### config.mk
export PLATFORM = sky130hd
export DESIGN_NAME = multicycle_control_fsm_flat
export DESIGN_NICKNAME = d
export VERILOG_FILES = /design/src/rtl/multicycle_control_fsm_if.sv /design/src/rtl/multicycle_control_fsm.sv /design/src/flat_wrapper.sv
export SDC_FILE = /design/constraint.sdc
export NUM_CORES = 1
export LEC_CHECK = 0
export CORE_ASPECT_RATIO = 0.75
export CORE_MARGIN = 1
export CORE_UTILIZATION = 43
export DETAILED_ROUTE_END_ITERATION = 12
export PLACE_DENSITY_LB_ADDON = 0.12
export SYNTH_ARGS = -nofsm -noshare
export SYNTH_HDL_FRONTEND = slang
export SYNTH_SLANG_ARGS = --single-unit
### constraint.sdc
create_clock -name clk -period 1.8 [get_ports clk]
set_input_delay 0.54 -clock clk [delete_from_list [all_inputs] [get_ports clk]]
set_output_delay 0.54 -clock clk [all_outputs]
set_load 0.01 [all_outputs]
### src/rtl/multicycle_control_fsm_if.sv
// Control bus between the multi-cycle control FSM and the datapath/memory side.
// The master side is the control FSM; the slave side is the datapath and shared memory.
interface multicycle_control_fsm_if;
    logic [6:0] opcode_i;
    logic       mem_ready_i;
    logic       mem_req_o;
    logic       AdrSrc_o;
    logic       MemWrite_o;
    logic       IRWrite_o;
    logic       PCWrite_o;
    logic       Branch_o;
    logic       RegWrite_o;
    logic [1:0] ALUSrcA_o;
    logic [1:0] ALUSrcB_o;
    logic [1:0] ALUOp_o;
    logic [1:0] ResultSrc_o;
    logic [2:0] ImmSrc_o;
    logic       retire_o;
    logic       fault_o;
    logic [1:0] fault_code_o;

    modport master (
        input  opcode_i, mem_ready_i,
        output mem_req_o, AdrSrc_o, MemWrite_o, IRWrite_o, PCWrite_o, Branch_o,
               RegWrite_o, ALUSrcA_o, ALUSrcB_o, ALUOp_o, ResultSrc_o, ImmSrc_o,
               retire_o, fault_o, fault_code_o
    );

    modport slave (
        output opcode_i, mem_ready_i,
        input  mem_req_o, AdrSrc_o, MemWrite_o, IRWrite_o, PCWrite_o, Branch_o,
               RegWrite_o, ALUSrcA_o, ALUSrcB_o, ALUOp_o, ResultSrc_o, ImmSrc_o,
               retire_o, fault_o, fault_code_o
    );
endinterface

### src/rtl/multicycle_control_fsm.sv
// Multi-cycle RV32I control unit. Sequences each instruction through fetch, decode,
// execute, memory and writeback states, handshakes with a shared instruction/data
// memory and drives the datapath mux/enable controls as a Moore decode of the state.
// Illegal opcodes and memory wait timeouts park the FSM in a sticky FAULT state.
module multicycle_control_fsm #(
    parameter int MEM_TIMEOUT = 15,
    parameter bit TIMEOUT_EN  = 1'b1
) (
    input  logic                      clk,
    input  logic                      rst,
    multicycle_control_fsm_if.master  bus
);
    localparam int CNT_W = $clog2(MEM_TIMEOUT + 1);
    localparam logic [CNT_W-1:0] CNT_MAX = CNT_W'(MEM_TIMEOUT);
    localparam logic [CNT_W-1:0] CNT_ONE = CNT_W'(1);

    localparam logic [6:0] OP_LOAD   = 7'b0000011;
    localparam logic [6:0] OP_STORE  = 7'b0100011;
    localparam logic [6:0] OP_RTYPE  = 7'b0110011;
    localparam logic [6:0] OP_ITYPE  = 7'b0010011;
    localparam logic [6:0] OP_BRANCH = 7'b1100011;
    localparam logic [6:0] OP_JAL    = 7'b1101111;
    localparam logic [6:0] OP_JALR   = 7'b1100111;
    localparam logic [6:0] OP_LUI    = 7'b0110111;
    localparam logic [6:0] OP_AUIPC  = 7'b0010111;

    localparam logic [1:0] FC_NONE    = 2'b00;
    localparam logic [1:0] FC_ILLEGAL = 2'b01;
    localparam logic [1:0] FC_TIMEOUT = 2'b10;

    typedef enum logic [4:0] {
        S_IDLE     = 5'd0,
        S_FETCH    = 5'd1,
        S_DECODE   = 5'd2,
        S_MEMADR   = 5'd3,
        S_MEMREAD  = 5'd4,
        S_MEMWB    = 5'd5,
        S_MEMWRITE = 5'd6,
        S_EXECR    = 5'd7,
        S_EXECI    = 5'd8,
        S_LUI      = 5'd9,
        S_AUIPC    = 5'd10,
        S_ALUWB    = 5'd11,
        S_BRANCH   = 5'd12,
        S_JAL      = 5'd13,
        S_JALR     = 5'd14,
        S_LINK     = 5'd15,
        S_FAULT    = 5'd16
    } state_t;

    state_t           state_q, state_d;
    logic [CNT_W-1:0] cnt_q, cnt_d;
    logic [1:0]       fault_code_q, fault_code_d;

    logic             is_mem_s;
    logic             timeout_s;

    // Immediate format selected by the instruction's opcode.
    function automatic logic [2:0] imm_src_of(input logic [6:0] op);
        logic [2:0] imm;
        case (op)
            OP_LOAD, OP_ITYPE, OP_JALR: imm = 3'b000;
            OP_STORE:                   imm = 3'b001;
            OP_BRANCH:                  imm = 3'b010;
            OP_LUI, OP_AUIPC:           imm = 3'b011;
            OP_JAL:                     imm = 3'b100;
            default:                    imm = 3'b000;
        endcase
        return imm;
    endfunction

    // State, wait counter and fault code registers with asynchronous reset.
    always_ff @(posedge clk or posedge rst) begin
        if (rst) begin
            state_q      <= S_IDLE;
            cnt_q        <= '0;
            fault_code_q <= FC_NONE;
        end else begin
            state_q      <= state_d;
            cnt_q        <= cnt_d;
            fault_code_q <= fault_code_d;
        end
    end

    // Next-state, memory wait counter and fault detection.
    always_comb begin
        state_d      = state_q;
        cnt_d        = '0;
        fault_code_d = fault_code_q;

        is_mem_s  = (state_q == S_FETCH) || (state_q == S_MEMREAD) || (state_q == S_MEMWRITE);
        // A ready arriving on the limit cycle still completes the access.
        timeout_s = TIMEOUT_EN && is_mem_s && !bus.mem_ready_i && (cnt_q == CNT_MAX);

        // Counter only runs while a memory state waits; leaving or completing clears it.
        if (is_mem_s && !bus.mem_ready_i && !timeout_s) begin
            if (cnt_q != CNT_MAX) begin
                cnt_d = cnt_q + CNT_ONE;
            end else begin
                cnt_d = cnt_q;
            end
        end else begin
            cnt_d = '0;
        end

        case (state_q)
            S_IDLE:   state_d = S_FETCH;
            S_FETCH: begin
                if (bus.mem_ready_i) begin
                    state_d = S_DECODE;
                end else begin
                    state_d = S_FETCH;
                end
            end
            S_DECODE: begin
                case (bus.opcode_i)
                    OP_LOAD, OP_STORE: state_d = S_MEMADR;
                    OP_RTYPE:          state_d = S_EXECR;
                    OP_ITYPE:          state_d = S_EXECI;
                    OP_BRANCH:         state_d = S_BRANCH;
                    OP_JAL:            state_d = S_JAL;
                    OP_JALR:           state_d = S_JALR;
                    OP_LUI:            state_d = S_LUI;
                    OP_AUIPC:          state_d = S_AUIPC;
                    default: begin
                        state_d      = S_FAULT;
                        fault_code_d = FC_ILLEGAL;
                    end
                endcase
            end
            S_MEMADR: begin
                if (bus.opcode_i == OP_LOAD) begin
                    state_d = S_MEMREAD;
                end else begin
                    state_d = S_MEMWRITE;
                end
            end
            S_MEMREAD: begin
                if (bus.mem_ready_i) begin
                    state_d = S_MEMWB;
                end else begin
                    state_d = S_MEMREAD;
                end
            end
            S_MEMWB:  state_d = S_FETCH;
            S_MEMWRITE: begin
                if (bus.mem_ready_i) begin
                    state_d = S_FETCH;
                end else begin
                    state_d = S_MEMWRITE;
                end
            end
            S_EXECR, S_EXECI, S_LUI, S_AUIPC: state_d = S_ALUWB;
            S_BRANCH: state_d = S_FETCH;
            S_JAL:    state_d = S_ALUWB;
            S_JALR:   state_d = S_LINK;
            S_LINK:   state_d = S_ALUWB;
            S_ALUWB:  state_d = S_FETCH;
            S_FAULT:  state_d = S_FAULT;
            default:  state_d = S_FAULT;
        endcase

        if (timeout_s) begin
            state_d      = S_FAULT;
            fault_code_d = FC_TIMEOUT;
        end
    end

    // Moore decode of the control outputs; fetch write enables wait for memory ready.
    always_comb begin
        bus.mem_req_o    = 1'b0;
        bus.AdrSrc_o     = 1'b0;
        bus.MemWrite_o   = 1'b0;
        bus.IRWrite_o    = 1'b0;
        bus.PCWrite_o    = 1'b0;
        bus.Branch_o     = 1'b0;
        bus.RegWrite_o   = 1'b0;
        bus.ALUSrcA_o    = 2'b00;
        bus.ALUSrcB_o    = 2'b00;
        bus.ALUOp_o      = 2'b00;
        bus.ResultSrc_o  = 2'b00;
        bus.ImmSrc_o     = 3'b000;
        bus.retire_o     = 1'b0;
        bus.fault_o      = 1'b0;
        bus.fault_code_o = fault_code_q;

        if ((state_q != S_IDLE) && (state_q != S_FAULT)) begin
            bus.ImmSrc_o = imm_src_of(bus.opcode_i);
        end else begin
            bus.ImmSrc_o = 3'b000;
        end

        case (state_q)
            S_FETCH: begin
                bus.mem_req_o   = 1'b1;
                bus.ALUSrcB_o   = 2'b10;
                bus.ResultSrc_o = 2'b10;
                bus.IRWrite_o   = bus.mem_ready_i;
                bus.PCWrite_o   = bus.mem_ready_i;
            end
            S_DECODE: begin
                bus.ALUSrcA_o = 2'b01;
                bus.ALUSrcB_o = 2'b01;
            end
            S_MEMADR: begin
                bus.ALUSrcA_o = 2'b10;
                bus.ALUSrcB_o = 2'b01;
            end
            S_MEMREAD: begin
                bus.mem_req_o = 1'b1;
                bus.AdrSrc_o  = 1'b1;
            end
            S_MEMWB: begin
                bus.ResultSrc_o = 2'b01;
                bus.RegWrite_o  = 1'b1;
                bus.retire_o    = 1'b1;
            end
            S_MEMWRITE: begin
                bus.mem_req_o  = 1'b1;
                bus.AdrSrc_o   = 1'b1;
                bus.MemWrite_o = 1'b1;
                bus.retire_o   = bus.mem_ready_i;
            end
            S_EXECR: begin
                bus.ALUSrcA_o = 2'b10;
                bus.ALUOp_o   = 2'b10;
            end
            S_EXECI: begin
                bus.ALUSrcA_o = 2'b10;
                bus.ALUSrcB_o = 2'b01;
                bus.ALUOp_o   = 2'b10;
            end
            S_LUI: begin
                bus.ALUSrcB_o = 2'b01;
                bus.ALUOp_o   = 2'b11;
            end
            S_AUIPC: begin
                bus.ALUSrcA_o = 2'b01;
                bus.ALUSrcB_o = 2'b01;
            end
            S_BRANCH: begin
                bus.ALUSrcA_o = 2'b10;
                bus.ALUOp_o   = 2'b01;
                bus.Branch_o  = 1'b1;
                bus.retire_o  = 1'b1;
            end
            S_JAL: begin
                bus.PCWrite_o = 1'b1;
                bus.ALUSrcA_o = 2'b01;
                bus.ALUSrcB_o = 2'b10;
            end
            S_JALR: begin
                bus.ALUSrcA_o   = 2'b10;
                bus.ALUSrcB_o   = 2'b01;
                bus.ResultSrc_o = 2'b10;
                bus.PCWrite_o   = 1'b1;
            end
            S_LINK: begin
                bus.ALUSrcA_o = 2'b01;
                bus.ALUSrcB_o = 2'b10;
            end
            S_ALUWB: begin
                bus.RegWrite_o = 1'b1;
                bus.retire_o   = 1'b1;
            end
            S_FAULT: begin
                bus.fault_o = 1'b1;
            end
            default: begin
                bus.fault_o = 1'b0;
            end
        endcase
    end
endmodule

### src/flat_wrapper.sv
// flat-port wrapper written by rule: the top's interface ports become plain ports
module multicycle_control_fsm_flat 
#(
    parameter int MEM_TIMEOUT = 15,
    parameter bit TIMEOUT_EN  = 1'b1
)
  (clk, rst, bus_opcode_i, bus_mem_ready_i, bus_mem_req_o, bus_AdrSrc_o, bus_MemWrite_o, bus_IRWrite_o, bus_PCWrite_o, bus_Branch_o, bus_RegWrite_o, bus_ALUSrcA_o, bus_ALUSrcB_o, bus_ALUOp_o, bus_ResultSrc_o, bus_ImmSrc_o, bus_retire_o, bus_fault_o, bus_fault_code_o);
  multicycle_control_fsm_if bus_i ();
  input  logic clk;
  input  logic rst;
  input wire logic [$bits(bus_i.opcode_i)-1:0] bus_opcode_i;
  input wire logic [$bits(bus_i.mem_ready_i)-1:0] bus_mem_ready_i;
  output wire logic [$bits(bus_i.mem_req_o)-1:0] bus_mem_req_o;
  output wire logic [$bits(bus_i.AdrSrc_o)-1:0] bus_AdrSrc_o;
  output wire logic [$bits(bus_i.MemWrite_o)-1:0] bus_MemWrite_o;
  output wire logic [$bits(bus_i.IRWrite_o)-1:0] bus_IRWrite_o;
  output wire logic [$bits(bus_i.PCWrite_o)-1:0] bus_PCWrite_o;
  output wire logic [$bits(bus_i.Branch_o)-1:0] bus_Branch_o;
  output wire logic [$bits(bus_i.RegWrite_o)-1:0] bus_RegWrite_o;
  output wire logic [$bits(bus_i.ALUSrcA_o)-1:0] bus_ALUSrcA_o;
  output wire logic [$bits(bus_i.ALUSrcB_o)-1:0] bus_ALUSrcB_o;
  output wire logic [$bits(bus_i.ALUOp_o)-1:0] bus_ALUOp_o;
  output wire logic [$bits(bus_i.ResultSrc_o)-1:0] bus_ResultSrc_o;
  output wire logic [$bits(bus_i.ImmSrc_o)-1:0] bus_ImmSrc_o;
  output wire logic [$bits(bus_i.retire_o)-1:0] bus_retire_o;
  output wire logic [$bits(bus_i.fault_o)-1:0] bus_fault_o;
  output wire logic [$bits(bus_i.fault_code_o)-1:0] bus_fault_code_o;
  assign bus_i.opcode_i = bus_opcode_i;
  assign bus_i.mem_ready_i = bus_mem_ready_i;
  assign bus_mem_req_o = bus_i.mem_req_o;
  assign bus_AdrSrc_o = bus_i.AdrSrc_o;
  assign bus_MemWrite_o = bus_i.MemWrite_o;
  assign bus_IRWrite_o = bus_i.IRWrite_o;
  assign bus_PCWrite_o = bus_i.PCWrite_o;
  assign bus_Branch_o = bus_i.Branch_o;
  assign bus_RegWrite_o = bus_i.RegWrite_o;
  assign bus_ALUSrcA_o = bus_i.ALUSrcA_o;
  assign bus_ALUSrcB_o = bus_i.ALUSrcB_o;
  assign bus_ALUOp_o = bus_i.ALUOp_o;
  assign bus_ResultSrc_o = bus_i.ResultSrc_o;
  assign bus_ImmSrc_o = bus_i.ImmSrc_o;
  assign bus_retire_o = bus_i.retire_o;
  assign bus_fault_o = bus_i.fault_o;
  assign bus_fault_code_o = bus_i.fault_code_o;
  multicycle_control_fsm #(.MEM_TIMEOUT(MEM_TIMEOUT), .TIMEOUT_EN(TIMEOUT_EN)) u_core (.clk(clk), .rst(rst), .bus(bus_i));
endmodule
==> impl_metrics.py, run 1 <==
metrics = {
    "route": {
        "firstDrtPassIters": 5,
        "drc_errors": 0,
        "wl_per_cell_um": 20.9,
        "drt_first_iter_violations": 214,
        "vias": 1732,
        "antenna_left": 0,
        "vias_per_cell": 6.41,
        "drt-total-wl_um": 5640,
    },
    "timing": {
        "grt_setup_unrepaired": "yes",
        "layout_setup_ws_ns": -0.327,
        "report.final.slew_viol_count": 0,
        "tightest_slew_ns": 0.432,
        "fin_crit_ns": 2.13,
        "slew_headroom_pct": 71.1,
        "finalHoldViolCount": 0,
        "worst_hold_slack_ns": 0.533,
        "final.period_utilization_pct": 118,
        "clock_skew_ns": 0.00128,
        "fmax_mhz": 470,
        "setup_viol": 28,
    },
    "final_layout": {
        "final_nets": 248,
        "final_util_pct": 93.0,
        "diodes": 0,
        "area_delta_synth_final_pct": 99.2,
        "final_cell_area_sq_um": 2200,
        "drive_above_1_share_pct": 62.7,
        "fillers": 84,
    },
    "worst_setup_path": {
        "worstSetupPathType": "reg -> out",
        "end_kind": "output pin",
        "crit_chain": "buf_6, or3b_4, a21oi_2, buf_2",
        "cp_max_fo": 7,
        "critical_path_required_ns": 1.26,
        "critPathMaxStageDelay_ns": 0.52,
        "crit_path_start_kind": "flop",
        "crit_buf_inv": 2,
        "critPathTopFamily": "flip-flops",
        "worst-endpoint-arrival_ns": 1.59,
        "critical_path.slowest_cell": "dfrtp_2",
    },
    "logic_synthesis": {
        "synth_ff_type": "dfrtp_1",
        "syn_inst": 155,
        "ys_ff_latch": 11,
        "yosys.area.top_type": "dfrtp_1",
        "synth_edf_count": 0,
        "yosysSeqAreaShare_pct": 24.9,
        "async_reset_ff_share_pct": 100,
        "netlist_area_sq_um": 1100,
        "synth_cell_types": 45,
        "synth_top_area_share_pct": 24.9,
        "synth_top_cells_by_area": "dfrtp_1 (25%), a21oi_1 (6.3%), nor2_1 (5.8%)",
        "synth_nets": 166,
        "syn_avg_cell_area_sq_um": 7.12,
        "yosys_warnings": 0,
    },
    "clocking": {
        "cts_root_buf": "clkbuf_4",
        "cts_tree": "built",
        "cts_buffer_depth": 2,
        "cts_made_buffers": 3,
        "clk_latency_ns": 0.27,
        "clkSinkCount": 11,
        "cts_hold_buf": 0,
        "clk_pin_slew_ns": 0.07,
        "htree_num_levels": 1,
    },
    "flow_run": {
        "maxCapViolCount": 0,
    },
    "grt": {
        "grt_usage_pct": 31.9,
        "antenna_found_initial": 0,
        "overflow": 0,
        "grt_pass1_wl_um": 6590,
        "grt_max_degree": 14,
        "grt_pass1_vias": 1470,
    },
    "pwr": {
        "finalPower_uw": 571,
        "p_leak_nw": 0.906,
        "power.density_nw_per_um2": 260,
        "vdd_drop_max_v": 0.000416,
    },
    "floorplanning": {
        "die_w_um": 60.5,
        "rows": 15,
        "die_area_sq_um": 2770,
        "ios": 32,
        "die_y_um": 45.9,
        "start_util_pct": 46.7,
        "core_area_sq_um": 2360,
    },
    "place": {
        "gp_congestion": 0.852,
        "place_area_sq_um": 1710,
        "io_buffers": 31,
        "place_hpwl_um": 2630,
        "preCtsSetupSlack_ns": -0.982,
    },
    "worst_hold_path": {
        "min_path_type": "reg -> reg",
    },
    "status": {
        "violations": "negative setup slack",
        "status": "complete, but fails checks",
    },
}
[worst register-to-register path, stage by stage (launching register included)]
cell and delay (ns):
dfrtp_2 0.52, buf_6 0.16, or3b_4 0.38, buf_6 0.13, a211o_4 0.36, or2_1 0.26, o21a_1 0.12
[layout make-up]
cell class              instances  area, sq um  share of cell area, %
inverters                       5         21.3                  0.968
well taps                      34         42.5                   1.94
multi-input cells             124         1050                   47.6
flip-flops and latches         11          282                   12.8
clock buffers                   4         26.3                   1.20
repair buffers                 92          779                   35.5
[worst paths after layout]
check / startpoint / endpoint / slack [ns] / cells after the start
worst max-delay path: u_core.state_q[1] / bus_mem_req_o / -0.33 / 4
worst min-delay path: u_core.bus.fault_code_o[0] / u_core.bus.fault_code_o[0] / 0.53 / 1
worst max register to register: u_core.state_q[1] / u_core.bus.fault_code_o[0] / -0.23 / 6
worst min register to register: u_core.bus.fault_code_o[0] / u_core.bus.fault_code_o[0] / 0.53 / 1
max in group asynchronous: rst / u_core.state_q[2] / 0.88 / 2
min in group asynchronous: rst / u_core.cnt_q[3] / 0.59 / 2
[metal layers]
layer	wire [um]	GRT usage (%)
met1	2220	39.1
met2	2730	58.2
met4	209	10.5
met3	481	3.98
met5	0	0
[per-stage QoR]
| stage | std cells | setup TNS, ns |
|---|---|---|
| 2_1_floorplan | 155 | -0.0747 |
| 3_3_place_gp | 243 | -11.53 |
| 3_5_place_dp | 243 | -12.34 |
| 4_1_cts | 262 | -3.26 |
| 5_1_grt | 270 | -6.52 |
| 6_report | 270 | -5.47 |
[power by group]
part	leakage [nW]	internal, mW	total, mW	switching (mW)
sequential	0.137	0.251	0.255	0.00447
clock	0.0150	0.0857	0.171	0.0856
combinational	0.754	0.0681	0.145	0.0768
[cells by family after synthesis]
group,count (synthesis),share of synthesized area (%)
and+or+nand+nor,75,37.4
AOI/OAI and AO/OA,45,26.4
buffers and inverters,20,7.60
DFF,11,24.9
xor gates and xnor gates,2,1.59
muxes,1,0.907
adders and majority gates,1,1.13
[synthesized netlist by cell type, drive strengths merged (2+ instances only)]
library cell   n
nor4           5
buf            3
nand2          8
xnor2          2
a21oi         14
o21a           2
clkbuf        12
a2111oi        2
or3b           3
a211o          2
a211oi         2
and3           4
nor2          17
o22ai          2
a31oi          5
nor2b          6
or2            4
dfrtp         11
inv            5
a21o           3
nor3           8
nand3          4
nand2b         7
nor3b          3
o21ai          6
[state kept, by name, summed over array words and instances, names as in the netlist]
name,count
u_core.bus.fault_code_o,2
u_core.state_q,5
u_core.cnt_q,4
[placed cells by master, fill, tap and decap left out, drive strengths merged, types with 3 or more instances in the layout]
cell type,instances
a21o,3
a21oi,14
a31oi,5
and3,4
buf,83
clkbuf,5
clkdlybuf4s50,3
dfrtp,11
dlygate4sd2,4
inv,5
nand2,8
nand2b,7
nand3,4
nor2,17
nor2b,6
nor3,8
nor3b,3
nor4,5
o21ai,6
or2,4
or3b,3
[timing repair]
action | in CTS | in global routing
cloned | 0 | 1
buffers inserted | 15 | 9
gates resized for setup | 153 | 46
pin swaps | 19 | 21
endpoints found under the hold margin | 0 | 0
endpoints found under the setup margin | 27 | 28
(Power assumes the default switching activity.)
==> inputs of run 2 (changes only) <==
- SLEW_MARGIN: unset -> 20
==> results of run 2 <==
No change in the layout: final DEF, timing and power equal those of run 1.
